--- config.mk ---
export PLATFORM = sky130hd
export DESIGN_NAME = pipe_stage_buf
export DESIGN_NICKNAME = d
export VERILOG_FILES = /design/src/rtl/pipe_stage_buf.sv
export SDC_FILE = /design/constraint.sdc
export NUM_CORES = 1
export LEC_CHECK = 0
export CAP_MARGIN = 20
export CORE_MARGIN = 2
export CORE_UTILIZATION = 30
export CTS_CLUSTER_SIZE = 25
export DETAILED_ROUTE_END_ITERATION = 12
export PLACE_DENSITY = 0.48
export RECOVER_POWER = 100
export SLEW_MARGIN = 25
export SYNTH_ARGS = -nofsm -noshare
export SYNTH_HDL_FRONTEND = slang
export SYNTH_SLANG_ARGS = --single-unit
--- constraint.sdc ---
create_clock -name clk -period 3.9 [get_ports clk]
set_input_delay 0.78 -clock clk [delete_from_list [all_inputs] [get_ports clk]]
set_output_delay 0.78 -clock clk [all_outputs]
set_load 0.02 [all_outputs]
--- src/rtl/pipe_stage_buf.sv ---
// Elastic inter-stage buffer: main register plus one skid slot, valid/ready on both sides.
// in_ready, out_valid and occupancy all come straight from flops; flush inserts a NOP bubble.
module pipe_stage_buf #(
    parameter int unsigned WIDTH    = 32,
    parameter int unsigned CHANNELS = 6,
    parameter logic [31:0] NOP_WORD = 32'hE1A00000
) (
    input  logic                      clk,
    input  logic                      rst_n,
    input  logic                      flush,
    input  logic                      in_valid,
    output logic                      in_ready,
    input  logic [CHANNELS*WIDTH-1:0] in_data,
    output logic                      out_valid,
    input  logic                      out_ready,
    output logic [CHANNELS*WIDTH-1:0] out_data,
    output logic [1:0]                occupancy
);

    localparam int unsigned DW = CHANNELS * WIDTH;
    localparam logic [WIDTH-1:0] NOP_W    = WIDTH'(NOP_WORD);
    localparam logic [DW-1:0]    MAIN_RST = DW'(NOP_W);

    // bit0 = main held, bit1 = skid held; 2'b10 is unreachable
    typedef enum logic [1:0] {
        ST_EMPTY = 2'b00,
        ST_FULL  = 2'b01,
        ST_SKID  = 2'b11
    } state_t;

    state_t          r_state;
    state_t          w_state_nxt;
    logic [DW-1:0]   r_main;
    logic [DW-1:0]   r_skid;
    logic [DW-1:0]   w_main_nxt;
    logic [DW-1:0]   w_skid_nxt;
    logic            r_main_valid;
    logic            r_in_ready;
    logic [1:0]      r_occupancy;
    logic            w_main_valid_nxt;
    logic            w_in_ready_nxt;
    logic [1:0]      w_occupancy_nxt;
    logic            w_ix;
    logic            w_ox;

    assign w_ix = in_valid & r_in_ready;
    assign w_ox = r_main_valid & out_ready;

    assign in_ready  = r_in_ready;
    assign out_valid = r_main_valid;
    assign out_data  = r_main;
    assign occupancy = r_occupancy;

    // State register plus the flag flops that are pre-decoded from the next state
    always_ff @(posedge clk or negedge rst_n) begin
        if (!rst_n) begin
            r_state      <= ST_EMPTY;
            r_main_valid <= 1'b0;
            r_in_ready   <= 1'b1;
            r_occupancy  <= 2'd0;
        end else begin
            r_state      <= w_state_nxt;
            r_main_valid <= w_main_valid_nxt;
            r_in_ready   <= w_in_ready_nxt;
            r_occupancy  <= w_occupancy_nxt;
        end
    end

    always_ff @(posedge clk or negedge rst_n) begin
        if (!rst_n) begin
            r_main <= MAIN_RST;
            r_skid <= '0;
        end else begin
            r_main <= w_main_nxt;
            r_skid <= w_skid_nxt;
        end
    end

    // Next state and register loads; flush overrides any transfer in the same cycle
    always_comb begin
        w_state_nxt = r_state;
        w_main_nxt  = r_main;
        w_skid_nxt  = r_skid;
        if (flush) begin
            w_state_nxt = ST_EMPTY;
            w_main_nxt  = MAIN_RST;
            w_skid_nxt  = '0;
        end else begin
            case (r_state)
                ST_EMPTY: begin
                    if (w_ix) begin
                        w_state_nxt = ST_FULL;
                        w_main_nxt  = in_data;
                    end
                end
                ST_FULL: begin
                    if (w_ix && w_ox) begin
                        w_main_nxt  = in_data;
                    end else if (w_ix) begin
                        w_state_nxt = ST_SKID;
                        w_skid_nxt  = in_data;
                    end else if (w_ox) begin
                        w_state_nxt = ST_EMPTY;
                    end
                end
                ST_SKID: begin
                    if (w_ox) begin
                        w_state_nxt = ST_FULL;
                        w_main_nxt  = r_skid;
                    end
                end
                default: begin
                    w_state_nxt = ST_EMPTY;
                end
            endcase
        end
    end

    always_comb begin
        w_main_valid_nxt = 1'b0;
        w_in_ready_nxt   = 1'b1;
        w_occupancy_nxt  = 2'd0;
        case (w_state_nxt)
            ST_FULL: begin
                w_main_valid_nxt = 1'b1;
                w_occupancy_nxt  = 2'd1;
            end
            ST_SKID: begin
                w_main_valid_nxt = 1'b1;
                w_in_ready_nxt   = 1'b0;
                w_occupancy_nxt  = 2'd2;
            end
            default: begin
                w_main_valid_nxt = 1'b0;
            end
        endcase
    end

endmodule

# Word level (Yosys, flattened, before mapping)
# Index checks and enable logic that the tools add are counted.
[op_classes]
eq_ne = 8
muxes = 18
bitwise_logic = 2
n_reduce_logical = 8
[ops]
columns = ["cell", "count"]
rows = [
  ["192-bit 2-to-1 mux", 7],
  ["192-bit one-hot mux with 3 select lines", 1],
  ["2-bit 2-to-1 mux", 6],
  ["3-bit inequality test (second input constant)", 3],
  ["2-bit one-hot mux with 3 select lines", 1],
  ["2-bit by 1-bit equality test with 1-bit output (second input constant)", 2],
  ["2-bit equality test (second input constant)", 2],
  ["2-bit one-hot mux with 2 select lines", 1],
  ["4-bit AND reduction", 1],
  ["2-bit nonzero test", 2],
  ["4-bit nonzero test", 1],
  ["3-bit AND reduction", 1],
  ["1-bit bitwise AND", 2],
  ["2-bit logical NOT", 1],
  ["1-bit 2-to-1 mux", 2],
  ["2-bit inequality test (second input constant)", 1],
  ["2-bit OR reduction", 1],
  ["1-bit logical AND", 1],
]
[totals]
regBits = 390
in_bits = 197
output_inout_bits = 196
wordCells = 42

# Logic depth before layout (Yosys ltp)
# Gate-level depths: netlist (run 1).
[logic_depth]
depth_word = 9
depth_mapped = 6
ltp_nobuf = 3

# Least setup slack after synthesis (run 1)
# OpenSTA, ideal clock, no wires.
[synth_timing]
path_kind = "input port to flip-flop"
from = "input out_ready"
to = "register r_main[100] (netlist: out_data[100])"
setup_time_ps = 128
arrival_ps = 1856
required_time_ps = 3772
path_slack_ps = 1916
path_stages = 5
path_buffers = 2
cell_sequence = "nand2b_1 a31oi_2 buf_4 buf_6 mux2_1"
[synth_via]
elab_chain_len = 4
elab_cells_between_ends = 5
classes_between = "eq/ne: 2; bitwise: 1; reduce/logical: 2"
[synth_rtl]
columns = ["element", "line_no", "text"]
rows = [
  ["from (decl)", "15", "input logic out_ready,"],
  ["1-bit bitwise AND (*)", "47", "assign w_ox = r_main_valid & out_ready;"],
  ["1-bit logical AND", "97", "if (w_ix && w_ox) begin"],
  ["3-bit inequality test (no source line)", "-", ""],
  ["4-bit AND reduction (no source line) (*)", "-", ""],
  ["to (signal assigned)", "74", "r_main <= w_main_nxt;"],
  ["to (decl)", "33", "logic [DW-1:0] r_main;"],
]
# Every way passes the cells marked *; elsewhere a longest branch is shown, timed or not.
# A chain may end at the register's enable or synchronous reset.

# Worst setup path in the final report (run 1)
[layout_timing]
from = "register r_state[0]"
to = "register r_main[180] (netlist: out_data[180])"
[layout_via]
elab_chain_len = 3
elab_cells_between_ends = 10
classes_between = "eq/ne: 5; mux: 2; reduce/logical: 3"
[layout_rtl]
columns = ["element", "line_no", "text"]
rows = [
  ["from (decl)", "31", "state_t r_state;"],
  ["from (signal assigned)", "62", "r_state <= w_state_nxt;"],
  ["2-bit by 1-bit equality test with 1-bit output (tied with other cells)", "89", "case (r_state)"],
  ["3-bit inequality test (no source line) (tied with other cells)", "-", ""],
  ["4-bit AND reduction (no source line) / 192-bit 2-to-1 mux (equally long branches)", "-", ""],
]
# Parallel ways exist; a longest one is shown, timed or not.

==> results of run 1 <==
worst paths after layout:
path | depth (start not counted) | to | slack (ps) | from
worst min register to register | 1 | out_data[189] | 480 | out_data[189]
worst max register to register | 4 | out_data[180] | 810 | r_state[0]
worst min-delay path | 1 | out_data[189] | 480 | out_data[189]
min in group asynchronous | 1 | out_data[129] | 880 | rst_n
max in group asynchronous | 3 | out_data[39] | 980 | rst_n
worst max-delay path | 4 | out_data[180] | 810 | r_state[0]
worst max-delay path: cells and delay by family, from the launching register on:
kind / cells / cell delay, ps
multiplexers: 1 / 390
AO/OA/AOI/OAI: 1 / 870
buffers and inverters: 1 / 650
flip-flops: 1 / 800
AND/OR/NAND/NOR: 1 / 250
cells in the final DEF (no fill, tap or decap), types with 2 or more instances in the layout:
cell type,n
a21bo_2,86
and3_1,6
buf_12,13
bufinv_16,6
a211o_1,6
diode_2,6
a21bo_1,100
nand3_1,186
a22o_1,192
clkdlybuf4s50_1,194
clkbuf_1,15
clkbuf_2,4
buf_4,4
a21oi_1,187
clkbuf_8,9
inv_1,2
mux2_1,180
nand2b_1,2
dfrtp_4,2
clkbuf_16,49
dfstp_2,7
nor3b_1,2
dlygate4sd3_1,196
mux2_2,12
clkinv_2,9
dfrtp_1,380
clkbuf_4,2
layer usage:
layer  GRT usage (%)  share of wire (%)
met4            5.39                2.4
met3            4.76                6.3
met2            27.2                 46
met5               0               0.17
met1            23.9                 45
power by group through the flow:
stage | clock (mW) | sequential (mW) | combinational [mW]
floorplan | 0 | 4.67 | 0.608
global route | 4.95 | 4.44 | 1.72
finish | 4.62 | 4.41 | 1.60
global placement | 0 | 4.49 | 1.68
CTS | 4.78 | 4.42 | 1.70
detailed placement | 0 | 4.49 | 1.70
cell usage after synthesis (9+ instances only):
| cell type | count |
|---|---|
| clkbuf_1 | 32 |
| buf_6 | 9 |
| a21bo_2 | 86 |
| dfrtp_1 | 382 |
| a21bo_1 | 100 |
| a21oi_1 | 187 |
| buf_2 | 100 |
| mux2_2 | 12 |
| mux2_1 | 180 |
| buf_4 | 23 |
| nand3_1 | 186 |
| a22o_1 | 192 |
through the flow:
step | std cells | area, um2 | setup slack, ps
after global placement | 2560 | 22800 | 975
final | 2649 | 24400 | 806
after floorplan | 1527 | 18400 | 1920
after CTS | 2643 | 24500 | 948
after global routing | 2648 | 24400 | 452
after detailed placement | 2560 | 22800 | 954
flip-flops by register name (all words and copies together), names as in the netlist:
signal	flops
r_state	2
occupancy	2
out_data	192
in_ready	1
r_skid	192
area by class of cell:
type                       count  area [um2]
sequential                   389        9750
clock buffer                  67        1380
timing repair buffer         420        4260
tap                          782         978
antenna                        6        15.0
inverter                       2        7.51
multi-input combinational    967        7760
clock inverter                16         233
fill                        5746       36200
logic make-up after synthesis:
logic type             count (synthesis)
AOI/OAI and AO/OA                    576
muxes                                192
buffers and inverters                171
DFF                                  389
and+or+nand+nor                      199
==> metrics.yaml, run 1 <==
floorplanning:
  rows: 90
  core_mm2: 0.0606
  dieArea_mm2: 0.0634
  initial_utilization_pct: 30.4
  fp.dieW_um: 252
  num_io_pins: 393
  die_h_um: 252
sta:
  rsz0062_at_grt: "false"
  drv_slew: 78
  fin_crit_sh_pct: 79.3
  whs_ps: 480
  relSlewSlack_pct: -57.7
  fin_tns_setup_ps: 0
  fmax_mhz: 323
  tightest_slew_ps: 2360
  finalHoldViolations: 0
  fin_crit_ps: 3090
  setup_violations: 0
  finClkSkew_ps: 16.2
power:
  sequentialPowerShare_pct: 41.5
  p_leak_nw: 11.3
  p_int_mw: 7.86
  p_switching_mw: 2.78
  p_clk_share_pct: 43.5
  power.total_mw: 10.6
  powerDensity_mw_per_mm2: 436
  p_comb_share_pct: 15.0
  switching_share_pct: 26.1
  peakVddDrop_mv: 0.355
worst_setup_path:
  path_class: "register to register"
  crit_slowest_cell: "a31oi_1"
  worstPathMaxFanout: 48
  worstPathCellList: "nand2b_1 -> a31oi_1 -> clkbuf_1 -> mux2_1"
  crit_arrival_ps: 3540
  worstPathRequired_ps: 4350
  cpPeakStageDelay_ps: 870
  end_kind: "register"
  start_kind: "register"
cts:
  clk_path_buf_depth: 3
  clk_root_buffer_cell: "clkbuf_16"
  cts.sinks: 389
  clock_latency_ps: 570
  clk_pin_slew_ps: 60
  cts.repair.resized: 0
  cts_buffers: 47
  cts_max_level: 2
  holdBufCountCts: 0
  cts_setup_buffers: 0
  cts_tree: "built"
logic_synthesis:
  ys_seq_elements: 389
  syn_area_mm2: 0.0184
  syn-num-nets: 1724
  yosys.area_share.xor_xnor_pct: 0
  synth_top_family_by_area: "compound AO/OA/AOI/OAI gates"
  synthTopCellsByArea: "dfrtp_1, mux2_1, a22o_1"
  muxShareOfSynthArea_pct: 11.7
  ys_types: 27
  synth_async_sr_flop_share_pct: 100
  yosysTopAreaCellShare_pct: 51.9
  yosysWarningCount: 0
  synth_largest_area_cell: "dfrtp_1"
  synth_ff_type: "dfrtp_1"
  syn_area_per_cell_um2: 12.1
  synth-adder-area-share_pct: 0
  yosys.area_share.simple_pct: 5.56
  synth-compound-area-share_pct: 24.8
  ys_seq_area_share_pct: 52.9
  synthCells: 1527
  synth_edf_count: 0
routing:
  vias: 13900
  dr.pass1.iters: 4
  wire_per_inst_um: 21.5
  drc: 0
  drtIter0Drc: 834
  postRouteAntennaNets: 0
  via_per_inst: 5.24
  drt-total-wl_mm: 57.0
global_route:
  grt_first_pass_wirelength_mm: 87.6
  track_usage_pct: 17.5
  grt_max_degree: 189
  grt_pass1_vias: 14100
  grt.overflow.total: 0
  antenna_found_initial: 14
min_path:
  worstHoldPathType: "register to register"
run_status:
  violations: "max-capacitance violations, max-slew violations"
  status: "finished with violations"
layout:
  final_nets: 2024
  utilization_pct: 40.3
  drive_gt1_share_pct: 11.1
  syn_to_final_growth_pct: 32.4
run:
  maxCapViolations: 1
place:
  numPortBuffers: 392
  gp_congestion: 0.734
  hpwlAfterDp_mm: 33.1
(Power assumes the default switching activity.)
==> run 2, diff against run 1 <==
==> constraint.sdc (replaced) <==
create_clock -name clk -period 3 [get_ports clk]
set_input_delay 0.6 -clock clk [delete_from_list [all_inputs] [get_ports clk]]
set_output_delay 0.6 -clock clk [all_outputs]
set_load 0.02 [all_outputs]
==> metrics.yaml, run 2 (synthesized netlist as in run 1, its figures left out) <==
power:
  switching_share_pct: 26.1  # about the same
  p_comb_share_pct: 15.2  # +0.2 points
  peakVddDrop_mv: 0.409  # +15%
  powerDensity_mw_per_mm2: 565  # +30%
  p_leak_nw: 11.5  # +1.3%
  sequentialPowerShare_pct: 41.2  # -0.3 points
  p_int_mw: 10.3  # +31%
  p_switching_mw: 3.63  # +31%
  p_clk_share_pct: 43.6  # about the same
cts:
  cts.sinks: 389  # unchanged
  cts_max_level: 2  # unchanged
  cts_setup_buffers: 0  # unchanged
  cts_buffers: 47  # unchanged
  clock_latency_ps: 570  # about the same
  clk_pin_slew_ps: 50  # about the same
  clk_path_buf_depth: 3  # unchanged
  cts_tree: "built"
  clk_root_buffer_cell: "clkbuf_16"
sta:
  finClkSkew_ps: 14.3  # -1.84 ps
  relSlewSlack_pct: -27.1  # +31 points
  setup_ws_ps: 104  # -702 ps
  fin_tns_setup_ps: 0  # unchanged
  fmax_mhz: 345
  finalHoldViolations: 0  # unchanged
  setup_violations: 0  # unchanged
  drv_slew: 65  # -17%
  rsz0062_at_grt: "false"
  whs_ps: 382  # -97.8 ps
  fin_crit_ps: 2900
  tightest_slew_ps: 1910  # -459 ps
  fin_crit_sh_pct: 96.5
global_route:
  grt.overflow.total: 0  # unchanged
  track_usage_pct: 17.9  # +0.37 points
  grt_pass1_vias: 14300  # +1.3%
  grt_first_pass_wirelength_mm: 89.4  # +2.0%
  grt_max_degree: 141  # -25%
  antenna_found_initial: 5  # -9
layout:
  final_common_cell: "dfrtp_1"
  drive_gt1_share_pct: 12.6  # +1.4 points
  syn_to_final_growth_pct: 33.7
  utilization_pct: 40.7  # +0.40 points
  final_nets: 2049  # +1.2%
  layout_common_cells: "dfrtp_1, dlygate4sd3_1, clkdlybuf4s50_1, a22o_1, a21oi_1"
worst_setup_path:
  worstPathMaxFanout: 29  # -40%
  r2r_cells: 5  # +1
  cp_top_family: "buffers and inverters"
  crit_arrival_ps: 2300  # -1240 ps
  setup.worst_path.start: "r_state[0]"
  r2r-start: "r_state[0]"
  crit_slowest_cell: "dfrtp_4"
  cpPeakStageDelay_ps: 680  # -190 ps
  start_kind: "register"
  end_kind: "primary output"
  worstPathRequired_ps: 2400  # -1950 ps
  worstPathCellList: "buf_4 -> clkdlybuf4s50_1"
  worstReg2RegEnd: "out_data[66]"
  critPathBufInv: 2  # +1
  regToRegSetupSlack_ps: 220  # -590 ps
  path_class: "register to primary output"
floorplanning:
  fp.dieW_um: 252  # unchanged
  dieArea_mm2: 0.0634  # unchanged
  die_h_um: 252  # unchanged
  rows: 90  # unchanged
  initial_utilization_pct: 30.4  # unchanged
  core_mm2: 0.0606  # unchanged
  num_io_pins: 393  # unchanged
place:
  gp_congestion: 0.738  # +0.60%
  place_ws_ps: 401  # -553 ps
  hpwlAfterDp_mm: 35.9  # +8.3%
  numPortBuffers: 392  # unchanged
routing:
  wire_per_inst_um: 21.7  # +0.66%
  drtIter0Drc: 757  # -9.2%
  drc: 0  # unchanged
  vias: 13800  # -0.54%
  dr.pass1.iters: 5  # +1
  via_per_inst: 5.17  # -1.3%
  drt-total-wl_mm: 57.9  # +1.5%
  postRouteAntennaNets: 0  # unchanged
min_path:
  hold_end: "r_state[0]"
  worstHoldPathType: "input pin to register"
  holdCritStartpoint: "flush"
  hold_depth: 2  # +1
run_status:
  violations: "max-capacitance violations, max-slew violations"
  status: "finished with violations"
run:
  maxCapViolations: 1  # unchanged
## run 2: power by group through the flow
stage | clock, mW | sequential (mW) | combinational [mW]
after floorplan | 0 | 6.07 | 0.790
after global placement | 0 | 5.83 | 2.24
after detailed placement | 0 | 5.83 | 2.27
after CTS | 6.27 | 5.74 | 2.28
after global routing | 6.49 | 5.77 | 2.28
final | 6.07 | 5.73 | 2.12
## run 2: cell type report
type | instances | area, um2
inverters | 2 | 7.51
clock inverters | 11 | 160
repair buffers | 445 | 4460
fillers | 5757 | 35900
clock buffers | 73 | 1500
flip-flops and latches | 389 | 9750
multi-input cells | 967 | 7780
well taps | 782 | 978
diodes | 1 | 2.50
## run 2: worst reg2reg max path: stages, from the launching register on
cell and delay (ps):
dfrtp_4 680, nand2b_1 250, a31oi_4 210, clkbuf_4 600
clkbuf_2 540, mux2_1 380
## run 2: how the worst max path moves through the flow
stage                     to  slack (ps)  depth (start not counted)
3_5_place_dp   out_data[101]         400                          6
4_1_cts            out_valid          50                          2
6_report           out_valid         100                          2
5_1_grt            out_valid          10                          2
3_3_place_gp     out_data[2]         420                          6
2_1_floorplan  out_data[100]        1200                          5
## run 2: per-stage QoR
stage          power, mW  instance area (um2)  instances
2_1_floorplan       6.86                18400       1527
3_3_place_gp        8.07                23200       2584
3_5_place_dp        8.10                23200       2584
4_1_cts             14.3                24800       2669
5_1_grt             14.5                24600       2669
6_report            13.9                24600       2670
## run 2: what timing repair did
action	CTS	global route
gates resized for setup	0	0
hold endpoints to repair	19	0
hold buffers	1	0
## run 2: layer usage
metal / track usage [%] / wire length, um / vias to the layer above
li1: - / - / 6320
met5: 0 / 48 / -
met3: 4.62 / 3470 / 77
met4: 4.40 / 1070 / 8
met1: 24.3 / 25900 / 7076
met2: 28.7 / 27300 / 314
==> run 3, diff against run 2 <==
--- a/config.mk
+++ b/config.mk
@@ -7,10 +7,10 @@
 export LEC_CHECK = 0
 export CAP_MARGIN = 20
 export CORE_MARGIN = 2
-export CORE_UTILIZATION = 30
+export CORE_UTILIZATION = 56
 export CTS_CLUSTER_SIZE = 25
 export DETAILED_ROUTE_END_ITERATION = 12
-export PLACE_DENSITY = 0.48
+export PLACE_DENSITY = 0.83
 export RECOVER_POWER = 100
 export SLEW_MARGIN = 25
 export SYNTH_ARGS = -nofsm -noshare
==> constraint.sdc (replaced) <==
create_clock -name clk -period 3.65 [get_ports clk]
set_input_delay 0.73 -clock clk [delete_from_list [all_inputs] [get_ports clk]]
set_output_delay 0.73 -clock clk [all_outputs]
set_load 0.02 [all_outputs]
==> metrics.yaml, run 3 (synthesized netlist as in run 1, its figures left out) <==
cts:
  clock_latency_ps: 520  # -50 ps
  cts_max_level: 2  # unchanged
  holdBufCountCts: 0  # -1
  clk_pin_slew_ps: 60  # about the same
  clk_root_buffer_cell: "clkbuf_16"
  cts_buffers: 42  # -11%
  cts_tree: "built"
  clk_path_buf_depth: 3  # unchanged
  cts_setup_buffers: 0  # unchanged
  cts.sinks: 389  # unchanged
  cts.repair.resized: 0  # unchanged
worst_setup_path:
  r2r-start: "r_state[0]"
  cp_top_family: "flip-flops"
  cpPeakStageDelay_ps: 860  # +180 ps
  setup.worst_path.start: "r_state[0]"
  path_class: "register to register"
  critPathBufInv: 1  # -1
  worstPathCellList: "nand2b_1 -> a31oi_1 -> clkbuf_2 -> mux2_2"
  crit_slowest_cell: "dfrtp_4"
  path_depth: 4  # +2
  crit_arrival_ps: 3360  # +1060 ps
  worstPathMaxFanout: 62  # +110%
  r2r_cells: 4  # -1
  end_kind: "register"
  start_kind: "register"
  worstPathRequired_ps: 4050  # +1650 ps
routing:
  drc: 0  # unchanged
  wire_per_inst_um: 21.4  # -1.1%
  drtIter0Drc: 1140  # +51%
  dr.pass1.iters: 5  # unchanged
  postRouteAntennaNets: 0  # unchanged
  drt-total-wl_mm: 49.3  # -15%
  via_per_inst: 6.15  # +19%
  vias: 14100  # +2.5%
sta:
  fin_crit_sh_pct: 81.1
  setup_ws_ps: 688  # +585 ps
  whs_ps: 479  # +96.9 ps
  finalHoldViolations: 0  # unchanged
  finClkSkew_ps: 16.0  # +1.63 ps
  fin_tns_setup_ps: 0  # unchanged
  tightest_slew_ps: 2410  # +500 ps
  drv_slew: 87  # +34%
  rsz0062_at_grt: "false"
  relSlewSlack_pct: -60.4  # -33 points
  setup_violations: 0  # unchanged
  fin_crit_ps: 2960
  fmax_mhz: 338
place:
  dpl_cell_area_mm2: 0.0224  # -3.1%
  gp_congestion: 0.797  # +8.0%
  hpwlAfterDp_mm: 29.8  # -17%
  numPortBuffers: 392  # unchanged
  place_ws_ps: 897  # +497 ps
floorplanning:
  fp.dieW_um: 185  # -26%
  initial_utilization_pct: 56.8  # +26 points
  dieArea_mm2: 0.0344  # -46%
  die_h_um: 185  # -26%
  core_mm2: 0.0325  # -46%
  num_io_pins: 393  # unchanged
  rows: 66  # -27%
layout:
  final_nets: 2017  # -1.6%
  fin_area_mm2: 0.0238  # -3.4%
  drive_gt1_share_pct: 10.9  # -1.7 points
  syn_to_final_growth_pct: 29.1
  layout_common_cells: "dfrtp_1, dlygate4sd3_1, clkdlybuf4s50_1, a22o_1, a21oi_1"
  final_common_cell: "dfrtp_1"
global_route:
  track_usage_pct: 28.3  # +10 points
  grt_pass1_vias: 14300  # +0.53%
  grt.overflow.total: 0  # unchanged
  grt_max_degree: 167  # +18%
  grt_first_pass_wirelength_mm: 77.5  # -13%
  antenna_found_initial: 10  # +5
min_path:
  holdCritStartpoint: "out_data[84]"
  hold_depth: 1  # -1
  worstHoldPathType: "register to register"
power:
  power.total_mw: 10.7  # -23%
  p_leak_nw: 11.2  # -2.0%
  powerDensity_mw_per_mm2: 449  # -21%
  peakVddDrop_mv: 0.443  # +8.3%
run_status:
  status: "finished with violations"
  violations: "max-capacitance violations, max-slew violations"
run:
  maxCapViolations: 1  # unchanged
run 3: area by class of cell:
cell class / count / area, um2
Fill cell: 2183 / 8660
Clock buffer: 64 / 1300
Antenna cell: 6 / 15.0
Sequential cell: 389 / 9750
Clock inverter: 11 / 109
Tap cell: 442 / 553
Inverter: 2 / 7.51
Multi-Input combinational cell: 967 / 7760
Timing Repair Buffer: 418 / 4300
run 3: path summary, 6_finish.rpt:
| check | to | slack (ps) |
|---|---|---|
| max reg2reg | out_data[155] | 690 |
| max | out_data[155] | 690 |
| max in group asynchronous | r_skid[128] | 900 |
| min reg2reg | out_data[84] | 480 |
| min in group asynchronous | r_skid[173] | 910 |
| min | out_data[84] | 480 |
run 3: worst reg2reg max path, delay by kind of cell (launching register included):
kind                   cells  cell delay, ps
DFF                        1             860
AOI/OAI and AO/OA          1             590
and+or+nand+nor            1             260
buffers and inverters      1             710
muxes                      1             430
run 3: power by group:
part           leakage, nW  switching [mW]  internal [mW]  total [mW]
clock network        0.701            1.70           2.59        4.28
logic                 5.36           0.887          0.791        1.68
registers             5.18           0.154           4.56        4.71
total                 11.2            2.74           7.94        10.7
run 3: metrics by stage:
step / cells / util, %
detailed placement: 2218 / 69.2
floorplan: 1527 / -
finish: 2299 / 73.3
global placement: 2218 / 69.2
global route: 2299 / 73.3
CTS: 2293 / 73.5
run 3: layer usage:
| metal | track usage (%) | up-vias | routed length, um |
|---|---|---|---|
| li1 | - | 6264 | - |
| met1 | 37.5 | 7228 | 19600 |
| met2 | 45.2 | 526 | 23600 |
| met3 | 6.82 | 116 | 4070 |
| met4 | 11.0 | 6 | 1970 |
| met5 | 0 | - | 39 |
